File: config.mk
export PLATFORM = sky130hd
export DESIGN_NAME = mac_frame_accumulator
export DESIGN_NICKNAME = d
export VERILOG_FILES = /design/src/rtl/mac_frame_accumulator_pkg.sv /design/src/rtl/mac_frame_accumulator_frame_counter.sv /design/src/rtl/mac_frame_accumulator.sv
export SDC_FILE = /design/constraint.sdc
export NUM_CORES = 1
export LEC_CHECK = 0
export BUFFER_PORTS_ARGS = -buffer_cell sky130_fd_sc_hd__buf_4
export CAP_MARGIN = 20
export CORE_MARGIN = 4
export CORE_UTILIZATION = 50
export CTS_CLUSTER_DIAMETER = 120
export CTS_CLUSTER_SIZE = 10
export DETAILED_ROUTE_END_ITERATION = 10
export PLACE_DENSITY = 0.68
export SETUP_SLACK_MARGIN = 0.1
export SYNTH_ARGS = -nofsm -noshare
export SYNTH_HDL_FRONTEND = slang
export SYNTH_SLANG_ARGS = --single-unit
File: constraint.sdc
create_clock -name clk -period 4.22 [get_ports clk]
set_input_delay 0.844 -clock clk [delete_from_list [all_inputs] [get_ports clk]]
set_output_delay 0.844 -clock clk [all_outputs]
set_load 0.01 [all_outputs]
File: src/rtl/mac_frame_accumulator_pkg.sv
// Shared definitions for the multiply-add stage and its frame accumulator.
package zadanie_5;

    // Width of the A*B+C result stream
    localparam int SIZE_DATA_OUT = 16;

    // Default samples per frame (must be >= 2)
    localparam int FRAME_LEN = 8;

    // Sum width wide enough that a full frame of max samples cannot overflow
    localparam int SIZE_SUM = SIZE_DATA_OUT + $clog2(FRAME_LEN);

    typedef enum logic {IDLE, ACCUM} acc_state_t;

endpackage

File: src/rtl/mac_frame_accumulator_frame_counter.sv
// Sample-position counter within a frame; flags the last sample slot.
module frame_counter #(
    parameter int FRAME_LEN = 8,
    parameter int CW        = $clog2(FRAME_LEN)
) (
    input  logic clk,
    input  logic reset,
    input  logic i_en,
    input  logic i_clr,
    output logic o_last
);

    logic [CW-1:0] r_count;

    // Count accepted samples; clear takes priority over enable
    always_ff @(posedge clk or posedge reset) begin
        if (reset)
            r_count <= '0;
        else if (i_clr)
            r_count <= '0;
        else if (i_en)
            r_count <= r_count + CW'(1);
    end

    assign o_last = (r_count == CW'(FRAME_LEN - 1));

endmodule

File: src/rtl/mac_frame_accumulator.sv
// Frame accumulator: per-frame unsigned sum and max, presented through a
// valid/ready output register with sticky overrun detection.
module mac_frame_accumulator #(
    parameter int SIZE_DATA_IN = zadanie_5::SIZE_DATA_OUT,
    parameter int FRAME_LEN    = zadanie_5::FRAME_LEN,
    parameter int SIZE_SUM     = SIZE_DATA_IN + $clog2(FRAME_LEN)
) (
    input  logic                    clk,
    input  logic                    reset,
    input  logic                    in_valid,
    input  logic [SIZE_DATA_IN-1:0] in_data,
    input  logic                    clear,
    input  logic                    out_ready,
    output logic                    out_valid,
    output logic [SIZE_SUM-1:0]     out_sum,
    output logic [SIZE_DATA_IN-1:0] out_max,
    output logic                    overrun,
    output logic                    busy
);

    import zadanie_5::*;

    acc_state_t              r_state;
    logic [SIZE_SUM-1:0]     r_acc;
    logic [SIZE_DATA_IN-1:0] r_max;
    logic                    r_out_valid;
    logic [SIZE_SUM-1:0]     r_out_sum;
    logic [SIZE_DATA_IN-1:0] r_out_max;
    logic                    r_overrun;

    logic                    w_last;
    logic                    w_done;
    logic                    w_take;
    logic                    w_cnt_clr;
    logic [SIZE_SUM-1:0]     w_sum_next;
    logic [SIZE_DATA_IN-1:0] w_max_next;

    // Clear drops any sample presented with it
    assign w_take     = in_valid && !clear;
    assign w_done     = w_take && (r_state == ACCUM) && w_last;
    assign w_cnt_clr  = clear || w_done;
    assign w_sum_next = r_acc + SIZE_SUM'(in_data);
    assign w_max_next = (in_data > r_max) ? in_data : r_max;

    frame_counter #(
        .FRAME_LEN (FRAME_LEN)
    ) u_frame_counter (
        .clk    (clk),
        .reset  (reset),
        .i_en   (w_take),
        .i_clr  (w_cnt_clr),
        .o_last (w_last)
    );

    // Frame FSM with running sum and max
    always_ff @(posedge clk or posedge reset) begin
        if (reset) begin
            r_state <= IDLE;
            r_acc   <= '0;
            r_max   <= '0;
        end else if (clear) begin
            r_state <= IDLE;
            r_acc   <= '0;
            r_max   <= '0;
        end else if (in_valid) begin
            case (r_state)
                IDLE: begin
                    r_acc   <= SIZE_SUM'(in_data);
                    r_max   <= in_data;
                    r_state <= ACCUM;
                end
                ACCUM: begin
                    if (w_last) begin
                        r_acc   <= '0;
                        r_max   <= '0;
                        r_state <= IDLE;
                    end else begin
                        r_acc <= w_sum_next;
                        r_max <= w_max_next;
                    end
                end
                default: r_state <= IDLE;
            endcase
        end
    end

    // Output register: load on frame completion, drop on transfer, flag overwrites
    always_ff @(posedge clk or posedge reset) begin
        if (reset) begin
            r_out_valid <= 1'b0;
            r_out_sum   <= '0;
            r_out_max   <= '0;
            r_overrun   <= 1'b0;
        end else if (clear) begin
            r_out_valid <= 1'b0;
            r_overrun   <= 1'b0;
        end else if (w_done) begin
            r_out_valid <= 1'b1;
            r_out_sum   <= w_sum_next;
            r_out_max   <= w_max_next;
            if (r_out_valid && !out_ready)
                r_overrun <= 1'b1;
        end else if (r_out_valid && out_ready) begin
            r_out_valid <= 1'b0;
        end
    end

    assign out_valid = r_out_valid;
    assign out_sum   = r_out_sum;
    assign out_max   = r_out_max;
    assign overrun   = r_overrun;
    assign busy      = (r_state == ACCUM);

endmodule

## Word level (Yosys, flattened, before mapping)

Index checks and enable logic that the tools add are counted.

| storage, ports and cells | value |
|---|---|
| flip-flop bits (word level) | 76 |
| input bits | 21 |
| output and inout port bits | 38 |
| logic and storage cells | 50 |

| cells by class | value |
|---|---|
| $add $sub $neg | 2 |
| $lt $le $gt $ge | 1 |
| eq/ne operators | 1 |
| mux-type cells | 21 |
| bitwise operators | 2 |
| reductions and logical operators | 15 |

Operators by type and width:

| cell | count |
|---|---|
| 16-bit two-way mux | 4 |
| 19-bit two-way mux | 3 |
| 19-bit one-hot mux with 2 select lines | 1 |
| 16-bit one-hot mux with 2 select lines | 1 |
| 19-bit by 16-bit adder with 19-bit output | 1 |
| 16-bit greater-than comparator | 1 |
| 1-bit two-way mux | 9 |
| 2-bit nonzero test | 4 |
| 3-bit two-way mux | 2 |
| 1-bit logical AND | 5 |
| 2-bit AND reduction | 2 |
| 3-bit by 1-bit adder with 3-bit output, second input constant | 1 |
| 3-bit == test, second input constant | 1 |
| 3-bit nonzero test | 1 |
| 1-bit logical NOT | 2 |
| 1-bit inverter | 2 |
| 1-bit one-hot mux with 2 select lines | 1 |
| 1-bit logical OR | 1 |

## Longest topological paths before layout

| logic depth | value |
|---|---|
| word-level depth | 6 |
| gate-level depth with buffers | 10 |
| mapped depth without buffers | 9 |

## Modules after synthesis

A second synthesis with hierarchy kept.

| unflattened totals | value |
|---|---|
| cells, all modules | 425 |
| area, all modules | 4,277.9 um2 |

By module, submodules not included:

| module | instances | cells each | area each (um2) | sequential area each (um2) |
|---|---|---|---|---|
| mac_frame_accumulator | 1 | 413 | 4,134.0 | 1,826.8 |
| frame_counter | 1 | 12 | 143.9 | 75.1 |

## Worst setup path after synthesis

OpenSTA, ideal clock, no wires.

| timing | value |
|---|---|
| path type | input port to flip-flop |
| start | input in_data[0] |
| end | register r_acc[16] |
| setup time | 0.131 ns |
| arrival | 2.936 ns |
| data required time | 4.089 ns |
| setup slack | 1.153 ns |
| cell stages on the path | 9 |
| path buffers | 0 |
| cells stage by stage | ha_1 > fa_1 > a21oi_1 > o22ai_1 > o31a_2 > a31o_4 > a31oi_4 > nor4_1 > or3_1 |

| on the way | value |
|---|---|
| cells in the longest elaborated chain, start to end | 5 |

RTL lines:

| what | RTL line | text |
|---|---|---|
| start: declaration | mac_frame_accumulator.sv:11 | `input logic [SIZE_DATA_IN-1:0] in_data,` |
| 19-bit by 16-bit adder with 19-bit output | mac_frame_accumulator.sv:42 | `assign w_sum_next = r_acc + SIZE_SUM'(in_data);` |
| 19-bit two-way mux | mac_frame_accumulator.sv:73 | `if (w_last) begin` |
| 19-bit one-hot mux with 2 select lines | mac_frame_accumulator.sv:66 | `case (r_state)` |
| 19-bit two-way mux | mac_frame_accumulator.sv:65 | `end else if (in_valid) begin` |
| 19-bit two-way mux | mac_frame_accumulator.sv:61 | `end else if (clear) begin` |
| end signal: assignment | mac_frame_accumulator.sv:68 | `r_acc <= SIZE_SUM'(in_data);` |
| end signal: assignment | mac_frame_accumulator.sv:78 | `r_acc <= w_sum_next;` |
| end: declaration | mac_frame_accumulator.sv:24 | `logic [SIZE_SUM-1:0] r_acc;` |

Every way passes these cells. The select of a mux whose other input is x is not followed.
A chain may end at the register's enable or synchronous reset.

## Worst setup path after layout

| timing | value |
|---|---|
| start | input in_data[0] |
| end | register r_acc[18] |

Same word-level chain as after synthesis.

==> metrics.yaml <==
timing:
  clock.fmax_ghz: 0.333
  finalMaxSlewViolations: 0
  setup_tns_ns: 0
  fin_crit_sh_pct: 71.1
  setup_viol: 0
  hold_viol: 0
  slew_headroom_pct: 49.0
  hold-worst-slack_ns: 0.483
  tightest_slew_ns: 0.765
  skew_ns: 0.0111
  fin_crit_ns: 3.00
  rsz0062_at_grt: "no"
routing:
  post_drt_via_cell_ratio: 5.61
  first_pass_iters: 4
  ant_nets: 0
  wl_um: 10000
  avgRoutedWirePerCell_um: 16.6
  vias: 3390
  first_iter_violations: 115
  drc: 0
cts:
  cts_setup_buffers: 0
  clk-insertion-delay-late_ns: 0.36
  clk_pin_slew_ns: 0.08
  cts_resized: 0
  root_buffer: "clkbuf_8"
  cts_tree: "built"
  cts_max_level: 3
  cts_sinks: 76
  cts_buffers: 9
  cts_buffer_depth: 2
  ctsHoldBuffers: 0
cells_and_area:
  finalCoreUtilization_pct: 61.8
  multi_input_area_mm2: 0.00227
  fin_cells: 604
  seq_area_mm2: 0.00190
  num_antenna_cells: 0
  fillers: 718
  final_nets: 551
  layout-area-overhead-vs-synth_pct: 18.6
  drive_above_1_share_pct: 19.2
die:
  rows: 33
  core-area_mm2: 0.00834
  initial_core_util_pct: 52.1
  ios: 59
  die-area_mm2: 0.0103
  die_h_um: 101
  fp.dieW_um: 101
global_route:
  grt_pass1_wl_um: 16700
  use_met2_pct: 31.1
  grtUsageMet3_pct: 2.69
  busiest_layer: "met2"
  grt_usage_pct: 20.6
  grt_max_degree: 53
  antenna_found_initial: 0
  gr-total-overflow: 0
  grt_pass1_vias: 3287
  use_met1_pct: 30.8
flow_run:
  maxCapViolCount: 0
critical_path:
  rr_worst_depth: 9
  cp.required_ns: 4.42
  r2r_start: "r_acc[0]"
  cp_slowest_stage_delay_ns: 0.40
  critPathKind: "in -> reg"
  slowest_stage: "fa_1"
  cp-end-kind: "flip-flop"
  critical_path_peak_fanout: 5
  r2r_end: "r_acc[18]"
  r2r_slack_ns: 1.46
  arrival_ns: 3.20
  cp-start-kind: "input port"
  worstPathCellList: "buf_4 -> ha_1 -> fa_1 -> a21oi_1 -> o22ai_1 -> o31a_2 -> a31o_4 -> o2111ai_1 -> or4_1 -> o311ai_0"
placed_design:
  dp_hpwl_um: 7290
  port_buffers: 58
  post-place-cells: 588
  place_congestion: 0.876
yosys:
  synth_common_cells: "dfrtp_1, nand2_1, o21ai_0"
  syn_inst: 441
  synth_ff_type: "dfrtp_1"
  synthTopCellsByArea: "dfrtp_1, ha_1, o21ai_0"
  seq_area_frac_synth_pct: 43.7
  yosysMostFrequentCell: "dfrtp_1"
  synth_edf_count: 0
  synth_top_cell_area_share_pct: 43.7
  synthesis.nets: 497
  yosysUniqueCellTypes: 51
  yosys_warnings: 0
  syn_area_per_cell_um2: 9.86
  synth_seq_cells: 76
  yosysTopAreaCell: "dfrtp_1"
  netlist_area_mm2: 0.00435
  ys_async_sr_fraction_pct: 100
worst_hold_path:
  min_to: "out_max[5]"
  hold_depth: 2
  hp-start: "out_max[5]"
  hold_class: "reg -> reg"
power_and_ir_drop:
  power_density_mw_per_mm2: 363
  p_total_uw: 1870
  peakVddDrop_v: 0.000196
  leakagePower_uw: 0.00253
run_status:
  outcome: "complete, no violations"
power by group:
group	internal, uW	switching (uW)
registers	754	19.7
logic	150	211
clock network	452	286
total	1360	517
worst max-delay path by stage:
stage,cells past startpoint,slack (ns),endpoint,startpoint
floorplan,9,1.15,r_acc[16],in_data[0]
global placement,10,0.92,r_acc[16],in_data[0]
detailed placement,10,0.86,r_acc[16],in_data[0]
CTS,10,1.24,r_acc[18],in_data[0]
global route,10,1.03,r_acc[18],in_data[0]
finish,10,1.22,r_acc[18],in_data[0]
layer usage:
layer  up-vias  routed length, um
met5         -                  0
met4         0                101
met3        11                501
met2        73               4420
met1      1616               4980
li1       1690                  -
state kept, by name, indices dropped and copies added, names as in the netlist:
register                 flops
r_max                       16
out_max                     16
out_sum                     19
busy                         1
r_acc                       19
out_valid                    1
u_frame_counter.r_count      3
overrun                      1
kinds of logic (layout without fill, tap and decap cells):
kind of cell	Yosys count	count (layout)	share of synthesized area [%]
compound gates	132	132	19.9
xor+xnor	17	17	3.42
fa+ha+maj	35	35	10.2
buf+inv	46	104	4.20
flops	76	76	43.7
mux	30	30	7.08
simple gates	105	105	11.4
placed cells by master, fill, tap and decap left out, types with 3 or more instances in the layout:
cell type  instances
clkbuf_8           9
nand4_1            5
and3_1             3
a32oi_1            6
bufinv_16          4
mux2i_1           24
xnor2_1           11
inv_1             23
a31oi_1            5
nand3_1            4
nor3_1             3
nand2b_1           3
nor2_1            12
o21ai_0           51
dfrtp_1           76
a21oi_1           19
a22o_1            19
xor2_1             6
ha_1              34
nand2_1           56
nor2b_1            6
buf_4             63
a21o_1             9
o22ai_1            4
mux2_2             6
metrics by stage:
step / area, um^2 / setup WS (ns)
final: 5160 / 1.22
after global routing: 5160 / 1.03
after CTS: 5140 / 1.24
after detailed placement: 4880 / 0.856
after global placement: 4860 / 0.922
after floorplan: 4350 / 1.15
cell type report:
type,count,share of cell area [%]
Multi-Input combinational cell,319,44.0
Sequential cell,76,36.9
Timing Repair Buffer,65,9.78
Clock inverter,6,2.67
Tap cell,105,2.55
Clock buffer,9,2.40
Inverter,24,1.75
critical path, delay by kind of cell:
family,cells,cell delay [ns]
simple gates,1,0.17
buf+inv,1,0.13
fa+ha+maj,2,0.62
compound gates,6,1.44
Note: power is estimated with default switching activity, not from simulation.
